File: src/rtl/packet_inject_arbiter_if.sv
// Flit type and the bundled source/switch/status signals of the packet injection arbiter.

package packet_inject_arbiter_pkg;

    localparam int unsigned FLIT_W = 16;

    typedef struct packed {
        logic [FLIT_W-1:0] data;
    } flit_t;

endpackage

interface packet_inject_arbiter_if #(
    parameter int unsigned NUM_REQ         = 4,
    parameter int unsigned MAX_OUTSTANDING = 2
);
    localparam int unsigned GID_W = (NUM_REQ > 1) ? $clog2(NUM_REQ) : 1;
    localparam int unsigned CNT_W = $clog2(MAX_OUTSTANDING + 1);

    logic [NUM_REQ-1:0]                  req_valid;
    packet_inject_arbiter_pkg::flit_t    req_flit [NUM_REQ];
    logic [NUM_REQ-1:0]                  req_last;
    logic [NUM_REQ-1:0]                  req_ready;
    packet_inject_arbiter_pkg::flit_t    out_flit;
    logic                                out_valid;
    logic                                sw_ready;
    logic                                packet_sent;
    logic                                grant_valid;
    logic [GID_W-1:0]                    grant_id;
    logic [CNT_W-1:0]                    outstanding;
    logic                                err_underflow;

    // Arbiter side
    modport slave (
        input  req_valid, req_flit, req_last, sw_ready, packet_sent,
        output req_ready, out_flit, out_valid, grant_valid, grant_id,
               outstanding, err_underflow
    );

    // Sources, switch and status observer side
    modport master (
        output req_valid, req_flit, req_last, sw_ready, packet_sent,
        input  req_ready, out_flit, out_valid, grant_valid, grant_id,
               outstanding, err_underflow
    );

endinterface

File: src/rtl/packet_inject_arbiter.sv
// Round-robin wormhole arbiter injecting packets from NUM_REQ sources into one
// switch input port, throttled by a count of packets still in flight.

module packet_inject_arbiter #(
    parameter int unsigned NUM_REQ         = 4,
    parameter int unsigned MAX_OUTSTANDING = 2
) (
    input  logic                    clk,
    input  logic                    rst,
    packet_inject_arbiter_if.slave  bus
);

    localparam int unsigned GID_W = (NUM_REQ > 1) ? $clog2(NUM_REQ) : 1;
    localparam int unsigned CNT_W = $clog2(MAX_OUTSTANDING + 1);
    localparam logic [CNT_W-1:0] MAX_CNT   = CNT_W'(MAX_OUTSTANDING);
    localparam logic [GID_W-1:0] LAST_INIT = GID_W'(NUM_REQ - 1);

    typedef enum logic {
        IDLE = 1'b0,
        SEND = 1'b1
    } state_e;

    state_e             state_q, state_d;
    logic [GID_W-1:0]   grant_id_q, grant_id_d;
    logic [GID_W-1:0]   last_grant_q, last_grant_d;
    logic [CNT_W-1:0]   outstanding_q, outstanding_d;
    logic               err_q, err_d;

    logic               tail_xfer_c;
    logic               found_c;
    logic [GID_W-1:0]   winner_c;
    logic [GID_W-1:0]   idx_c;

    // Round-robin search starting one past the last source that finished a packet
    always_comb begin
        found_c  = 1'b0;
        winner_c = '0;
        idx_c    = '0;
        for (int unsigned k = 0; k < NUM_REQ; k++) begin
            idx_c = GID_W'((32'(last_grant_q) + k + 32'd1) % NUM_REQ);
            if (!found_c && bus.req_valid[idx_c]) begin
                found_c  = 1'b1;
                winner_c = idx_c;
            end
        end
    end

    // FSM next state and the combinational datapath mux toward the switch
    always_comb begin
        state_d       = state_q;
        grant_id_d    = grant_id_q;
        last_grant_d  = last_grant_q;
        tail_xfer_c   = 1'b0;
        bus.out_flit  = '0;
        bus.out_valid = 1'b0;
        bus.req_ready = '0;

        unique case (state_q)
            IDLE: begin
                if (found_c && (outstanding_q < MAX_CNT)) begin
                    grant_id_d = winner_c;
                    state_d    = SEND;
                end
            end
            SEND: begin
                bus.out_flit             = bus.req_flit[grant_id_q];
                bus.out_valid            = bus.req_valid[grant_id_q];
                bus.req_ready[grant_id_q] = bus.sw_ready;
                // Grant is held until the tail flit actually moves
                if (bus.req_valid[grant_id_q] && bus.sw_ready && bus.req_last[grant_id_q]) begin
                    tail_xfer_c  = 1'b1;
                    last_grant_d = grant_id_q;
                    state_d      = IDLE;
                end
            end
        endcase
    end

    // In-flight packet count; a simultaneous tail and packet_sent cancel out
    always_comb begin
        outstanding_d = outstanding_q;
        err_d         = err_q;
        unique case ({tail_xfer_c, bus.packet_sent})
            2'b10: outstanding_d = outstanding_q + CNT_W'(1);
            2'b01: begin
                if (outstanding_q == '0) begin
                    err_d = 1'b1;
                end else begin
                    outstanding_d = outstanding_q - CNT_W'(1);
                end
            end
            default: ;
        endcase
    end

    // State registers; reset abandons any packet in progress without counting it
    always_ff @(posedge clk) begin
        if (rst) begin
            state_q       <= IDLE;
            grant_id_q    <= '0;
            last_grant_q  <= LAST_INIT;
            outstanding_q <= '0;
            err_q         <= 1'b0;
        end else begin
            state_q       <= state_d;
            grant_id_q    <= grant_id_d;
            last_grant_q  <= last_grant_d;
            outstanding_q <= outstanding_d;
            err_q         <= err_d;
        end
    end

    assign bus.grant_valid   = (state_q == SEND);
    assign bus.grant_id      = grant_id_q;
    assign bus.outstanding   = outstanding_q;
    assign bus.err_underflow = err_q;

endmodule

File: src/flat_wrapper.sv
// flat-port wrapper written by rule: the top's interface ports become plain ports
module packet_inject_arbiter_flat 
#(
    parameter int unsigned NUM_REQ         = 4,
    parameter int unsigned MAX_OUTSTANDING = 2
)
  (clk, rst, bus_req_valid, bus_req_flit, bus_req_last, bus_sw_ready, bus_packet_sent, bus_req_ready, bus_out_flit, bus_out_valid, bus_grant_valid, bus_grant_id, bus_outstanding, bus_err_underflow);
  packet_inject_arbiter_if #(.NUM_REQ(NUM_REQ), .MAX_OUTSTANDING(MAX_OUTSTANDING)) bus_i ();
  input  logic clk;
  input  logic rst;
  input wire logic [$bits(bus_i.req_valid)-1:0] bus_req_valid;
  input wire logic [$bits(bus_i.req_flit)-1:0] bus_req_flit;
  input wire logic [$bits(bus_i.req_last)-1:0] bus_req_last;
  input wire logic [$bits(bus_i.sw_ready)-1:0] bus_sw_ready;
  input wire logic [$bits(bus_i.packet_sent)-1:0] bus_packet_sent;
  output wire logic [$bits(bus_i.req_ready)-1:0] bus_req_ready;
  output wire logic [$bits(bus_i.out_flit)-1:0] bus_out_flit;
  output wire logic [$bits(bus_i.out_valid)-1:0] bus_out_valid;
  output wire logic [$bits(bus_i.grant_valid)-1:0] bus_grant_valid;
  output wire logic [$bits(bus_i.grant_id)-1:0] bus_grant_id;
  output wire logic [$bits(bus_i.outstanding)-1:0] bus_outstanding;
  output wire logic [$bits(bus_i.err_underflow)-1:0] bus_err_underflow;
  assign bus_i.req_valid = bus_req_valid;
  assign bus_i.req_flit = {>>{bus_req_flit}};
  assign bus_i.req_last = bus_req_last;
  assign bus_i.sw_ready = bus_sw_ready;
  assign bus_i.packet_sent = bus_packet_sent;
  assign bus_req_ready = bus_i.req_ready;
  assign bus_out_flit = bus_i.out_flit;
  assign bus_out_valid = bus_i.out_valid;
  assign bus_grant_valid = bus_i.grant_valid;
  assign bus_grant_id = bus_i.grant_id;
  assign bus_outstanding = bus_i.outstanding;
  assign bus_err_underflow = bus_i.err_underflow;
  packet_inject_arbiter #(.NUM_REQ(NUM_REQ), .MAX_OUTSTANDING(MAX_OUTSTANDING)) u_core (.clk(clk), .rst(rst), .bus(bus_i));
endmodule
File: config.mk
export PLATFORM = sky130hd
export DESIGN_NAME = packet_inject_arbiter_flat
export DESIGN_NICKNAME = d
export VERILOG_FILES = /design/src/rtl/packet_inject_arbiter_if.sv /design/src/rtl/packet_inject_arbiter.sv /design/src/flat_wrapper.sv
export SDC_FILE = /design/constraint.sdc
export NUM_CORES = 1
export LEC_CHECK = 0
export CORE_ASPECT_RATIO = 0.6
export CORE_MARGIN = 4
export CORE_UTILIZATION = 32
export CTS_CLUSTER_SIZE = 30
export DETAILED_ROUTE_END_ITERATION = 7
export GPL_TIMING_DRIVEN = 0
export MAX_ROUTING_LAYER = met4
export PLACE_DENSITY = 0.85
export SKIP_CTS_REPAIR_TIMING = 1
export SLEW_MARGIN = 40
export SYNTH_ARGS = -nofsm -noshare
export SYNTH_HDL_FRONTEND = slang
export SYNTH_SLANG_ARGS = --single-unit
File: constraint.sdc
create_clock -name clk -period 3.8 [get_ports clk]
set_input_delay 0.76 -clock clk [delete_from_list [all_inputs] [get_ports clk]]
set_output_delay 0.76 -clock clk [all_outputs]
set_load 0.02 [all_outputs]
**Yosys cells after proc, flatten, opt, wreduce, memory -nomap -nowiden**

Cells that the tools add are included.

- Order comparisons: 8
- Equality and inequality tests: 3
- $add $sub $neg: 8
- $mul: 0
- Bitwise operators: 3
- Reductions and logical operators: 16
- Shift operators: 0
- Divide/modulo/power cells: 0
- Mux-type cells: 35

Operators by type and width:

| operator | count |
|---|---|
| 16-bit 2-to-1 mux | 3 |
| 16-bit binary-select mux with 2-bit select | 1 |
| 1-bit 2-to-1 mux | 16 |
| 2-bit by 3-bit < comparator with 1-bit output, second input constant | 5 |
| 1-bit binary-select mux with 2-bit select | 6 |
| 2-bit by 1-bit adder with 2-bit output, second input constant | 5 |
| 2-bit 2-to-1 mux | 5 |
| 2-bit AND reduction | 4 |
| 1-bit logical AND | 7 |
| 2-bit adder, second input constant | 2 |
| 4-bit bitwise AND | 1 |
| 4-bit 2-to-1 mux | 1 |
| 2-bit case mux with 2 select lines | 1 |
| 3-bit greater-or-equal comparator, second input constant | 1 |
| 1-bit logical NOT | 3 |
| 2-bit NOT with 3-bit output | 1 |
| 1-bit demux with 2-bit select | 1 |
| 2-bit by 1-bit == test with 1-bit output, second input constant | 1 |
| 2-bit == test, second input constant | 1 |
| 2-bit by 1-bit greater-or-equal comparator with 1-bit output, second input constant | 1 |
| 2-bit logical NOT | 1 |
| 2-bit < comparator, second input constant | 1 |
| 2-bit != test, second input constant | 1 |
| 1-bit case mux with 2 select lines | 1 |
| 3 further kinds | 3 |

- Bits of input ports: 76
- Bits in latches: 0
- Bits in registers: 8
- Logic and storage cells: 78
- Output and inout bits: 27
- Bits in writable memories: 0
- Bits in read-only memories: 0
- Memories: 0

**Longest topological paths before layout**

Gate-level depths: netlist (run 1).

- Word-level depth: 16
- Gate-level depth with buffers: 5
- Gate-level depth less buffers: 4

**Least setup slack after synthesis (run 1)**

OpenSTA, ideal clock, no wires.

- Path type: register to output
- Start: register u_core.grant_id_q[0], in the netlist u_core.bus.grant_id[0]
- End: output bus_out_flit[0]
- Cell stages (with the launch flop): 5
- Path buffers: 2
- Path slack: 1.419 ns
- Arrival: 1.621 ns
- Data required time: 3.040 ns
- Path through: dfxtp_1 -> buf_6 -> buf_2 -> mux4_2 -> and2_1

- Longest elaborated chain between the ends: 5

RTL lines:

| item | RTL line | source |
|---|---|---|
| start, declared | packet_inject_arbiter.sv:24 | `logic [GID_W-1:0] grant_id_q, grant_id_d;` |
| start signal, assigned | packet_inject_arbiter.sv:106 | `grant_id_q <= grant_id_d;` |
| 2-bit NOT with 3-bit output (not written as such) | packet_inject_arbiter.sv:66 | `bus.out_flit = bus.req_flit[grant_id_q];` |
| 16-bit binary-select mux with 2-bit select | packet_inject_arbiter.sv:66 |  |
| 16-bit 2-to-1 mux (not written as such) (2 in a row) | packet_inject_arbiter.sv:66 |  |
| 16-bit 2-to-1 mux | packet_inject_arbiter.sv:58 | `unique case (state_q)` |
| end, declared | flat_wrapper.sv:17 | `output wire logic [$bits(bus_i.out_flit)-1:0] bus_out_flit;` |

Every way passes these cells. The select of a mux whose other input is x is not followed.

**Final worst setup path (run 1)**

- Start: input bus_req_valid[3]
- End: output bus_out_valid

- Longest elaborated chain between the ends: 3

RTL lines:

| item | RTL line | source |
|---|---|---|
| start, declared | flat_wrapper.sv:11 | `input wire logic [$bits(bus_i.req_valid)-1:0] bus_req_valid;` |
| 1-bit binary-select mux with 2-bit select | packet_inject_arbiter.sv:67 | `bus.out_valid = bus.req_valid[grant_id_q];` |
| 1-bit 2-to-1 mux (not written as such) | packet_inject_arbiter.sv:67 |  |
| 1-bit 2-to-1 mux | packet_inject_arbiter.sv:58 |  |
| end, declared | flat_wrapper.sv:18 | `output wire logic [$bits(bus_i.out_valid)-1:0] bus_out_valid;` |

Every way passes these cells. The select of a mux whose other input is x is not followed.

==> flow_metrics.tcl, run 1 <==
set metrics [dict create \
    setup_viol 0 \
    worst_ep_arrival_time_ns 2.58 \
    antenna_found_initial 0 \
    die_x_um 81.15 \
    clock-sinks 8 \
    reg2regPathDepth 5 \
    syn-instance-count 103 \
    core_area_um2 2965 \
    hold_viol_final 0 \
    crit_top_cell "clkdlybuf4s50_1" \
    relSlewSlack 0.6241 \
    clk_latency_ns 0.23 \
    syn_nets 179 \
    dieArea_um2 4210 \
    dr.pass1.iters 4 \
    max_freq_mhz 299.8 \
    syn2layout_area_growth_pct 107.6 \
    ys_types 29 \
    cp_slowest_stage_delay_ns 0.59 \
    drive_gt1_frac 0.1401 \
    grt_pass1_vias 1283 \
    clockBufferDepth 2 \
    finalNonFillerCells 249 \
    place_area_um2 2091 \
    powerDensity_nw_per_um2 221.9 \
    endpoint_kind "output pin" \
    hold_path_depth 2 \
    antennaDiodeCount 0 \
    io_pins 103 \
    cts_tree "built" \
    finalInstanceArea_um2 2132 \
    root_buffer "clkbuf_8" \
    maxCapViolCount 0 \
    critical_path.startpoint_type "input pin" \
    final_antenna_net_count 0 \
    numPortBuffers 101 \
    die_h_um 51.89 \
    path_max_fanout 6 \
    worst_pin_slew_ns 0.5639 \
    period_minus_slack_ns 3.336 \
    slowest_stage "mux4_2" \
    seq_area_frac_synth 0.1559 \
    path_clk_slew_ns 0.04 \
    ir_drop_v 0.0001868 \
    drcViolationCount 0 \
    crit_type "input pin to output pin" \
    htreeDepth 1 \
    overflow 0 \
    rsz0062_at_grt "false" \
    fin_util 0.7190 \
    initial_core_util 0.3464 \
    grt_pass1_wl_um 6927 \
    synth_warnings 0 \
    skew_ns 0.003306 \
    outcome "finished, final reports clean" \
    route.vias.total 1307 \
    wl_per_cell_um 18.52 \
    dp_cells 246 \
    worstHoldPathType "flop to flop" \
    gp_congestion 0.7969 \
    cts_made_buffers 3 \
    p_leak_nw 0.7674 \
    crit_chain "clkdlybuf4s50_1 > mux4_2 > and2_1 > clkdlybuf4s50_1" \
    wl_um 4611 \
    grt_max_degree 11 \
    rows 15 \
    vias_per_cell 5.249 \
    post-dp-hpwl_um 3946 \
    drt_iter0_drc 46 \
    syn_area_um2 1027 \
    grt_usage 0.2285 \
    layout.nets 285 \
    finalPower_w 0.0004730 \
    finalCritPeriodShare 0.8779 \
    ys_ff_latch 8 \
    cp_data_required_time_ns 3.04 \
    setup_tns_ns 0 \
    syn_area_per_cell_um2 9.973 \
    maxSlewViolCount 0 \
]
[path summary, 6_finish.rpt]
| check | startpoint | end | slack [ns] |
|---|---|---|---|
| worst max-delay path | bus_req_valid[3] | bus_out_valid | 0.46 |
| worst min-delay path | u_core.bus.err_underflow | u_core.bus.err_underflow | 0.47 |
| worst max register to register | u_core.bus.grant_id[0] | u_core.bus.outstanding[1] | 2.06 |
| worst min register to register | u_core.bus.err_underflow | u_core.bus.err_underflow | 0.47 |
[cell usage after synthesis]
cell	number	area [um^2]
nor2_1	12	45.04
inv_1	5	18.77
mux2i_1	2	20.02
a21o_1	1	7.510
o22ai_1	2	12.51
and2_1	18	112.6
mux4_2	18	405.4
clkbuf_1	4	15.01
buf_2	2	10.01
a41oi_1	1	8.760
a21oi_1	3	15.01
dfxtp_1	8	160.2
a211o_1	2	17.52
nor3_1	3	15.01
nand2b_1	1	6.260
xnor2_1	1	8.760
a31oi_1	3	18.77
a31o_2	1	8.760
inv_2	1	3.750
buf_1	3	11.26
nand3b_1	1	7.510
nand2_1	3	11.26
a2111oi_2	1	15.01
a211oi_1	2	15.01
a211oi_2	1	12.51
buf_6	1	11.26
and3_1	1	6.260
a41o_1	1	10.01
nand3_4	1	17.52
[cell usage in the layout, fill, tap and decap left out, types with 2 or more instances in the layout]
cell type / n
clkdlybuf4s50_1: 101
mux4_2: 18
and2_1: 18
nor2_1: 12
dfxtp_1: 8
inv_1: 5
clkbuf_1: 4
buf_1: 3
nand2_1: 3
nor3_1: 3
a21oi_1: 3
a31oi_1: 3
clkbuf_8: 3
buf_2: 2
o22ai_1: 2
mux2i_1: 2
a211oi_1: 2
a211o_1: 2
[final cells by class]
type / instances / area (um^2)
buffer: 10 / 47.55
timing repair buffer: 101 / 1011
clock buffer: 3 / 41.29
multi-input combinational: 79 / 797.0
inverter: 6 / 22.52
fill: 245 / 833.3
sequential: 8 / 160.2
tap: 42 / 52.55
[report_power, final]
part | total (W) | leakage, nW | internal [W] | switching (W)
logic | 0.000276 | 0.680 | 0.000170 | 0.000107
registers | 0.0000942 | 0.0658 | 0.0000895 | 0.00000463
clock network | 0.000103 | 0.0216 | 0.0000687 | 0.0000339
[registers in the layout, indices dropped and copies added (netlist names)]
signal                    cells
u_core.last_grant_q           2
u_core.bus.outstanding        2
u_core.bus.grant_valid        1
u_core.bus.grant_id           2
u_core.bus.err_underflow      1
[cells by family (layout without fill, tap and decap cells)]
| family | Yosys count | after routing | share of synthesized area |
|---|---|---|---|
| AO/OA/AOI/OAI | 18 | 18 | 0.1376 |
| XOR/XNOR | 1 | 1 | 0.008528 |
| buffers and inverters | 16 | 120 | 0.06820 |
| AND/OR/NAND/NOR | 40 | 40 | 0.2156 |
| flip-flops | 8 | 8 | 0.1559 |
| multiplexers | 20 | 20 | 0.4141 |
[per-stage QoR]
stage	worst slack (ns)	hold WS, ns
final	0.4641	0.4719
after global routing	0.4047	0.5136
after global placement	0.4905	0.4606
after CTS	0.4677	0.4762
after floorplan	1.419	0.4737
after detailed placement	0.4681	0.4631
[routing by layer]
layer / track usage / routed length (um) / vias up
met1: 0.2822 / 1903 / 633
met4: 0.08146 / 85 / 0
li1: - / - / 601
met2: 0.3569 / 2153 / 63
met3: 0.06920 / 468 / 10
met5: - / 0 / -
[critical path: cells and delay by family]
family                 cells  cell delay, ns
buffers and inverters      2            1.03
muxes                      1            0.59
and+or+nand+nor            1            0.20
Note: power is estimated with default switching activity, not from simulation.
==> run 2: changes to the inputs <==
HOLD_SLACK_MARGIN = 0.03   (was unset)
==> results of run 2 <==
No change in the layout: final DEF, timing and power equal those of run 1.
==> run 3: changes to the inputs <==
CTS_CLUSTER_SIZE = 28   (was 30)
==> results of run 3 <==
No change in the layout: final DEF, timing and power equal those of run 1.
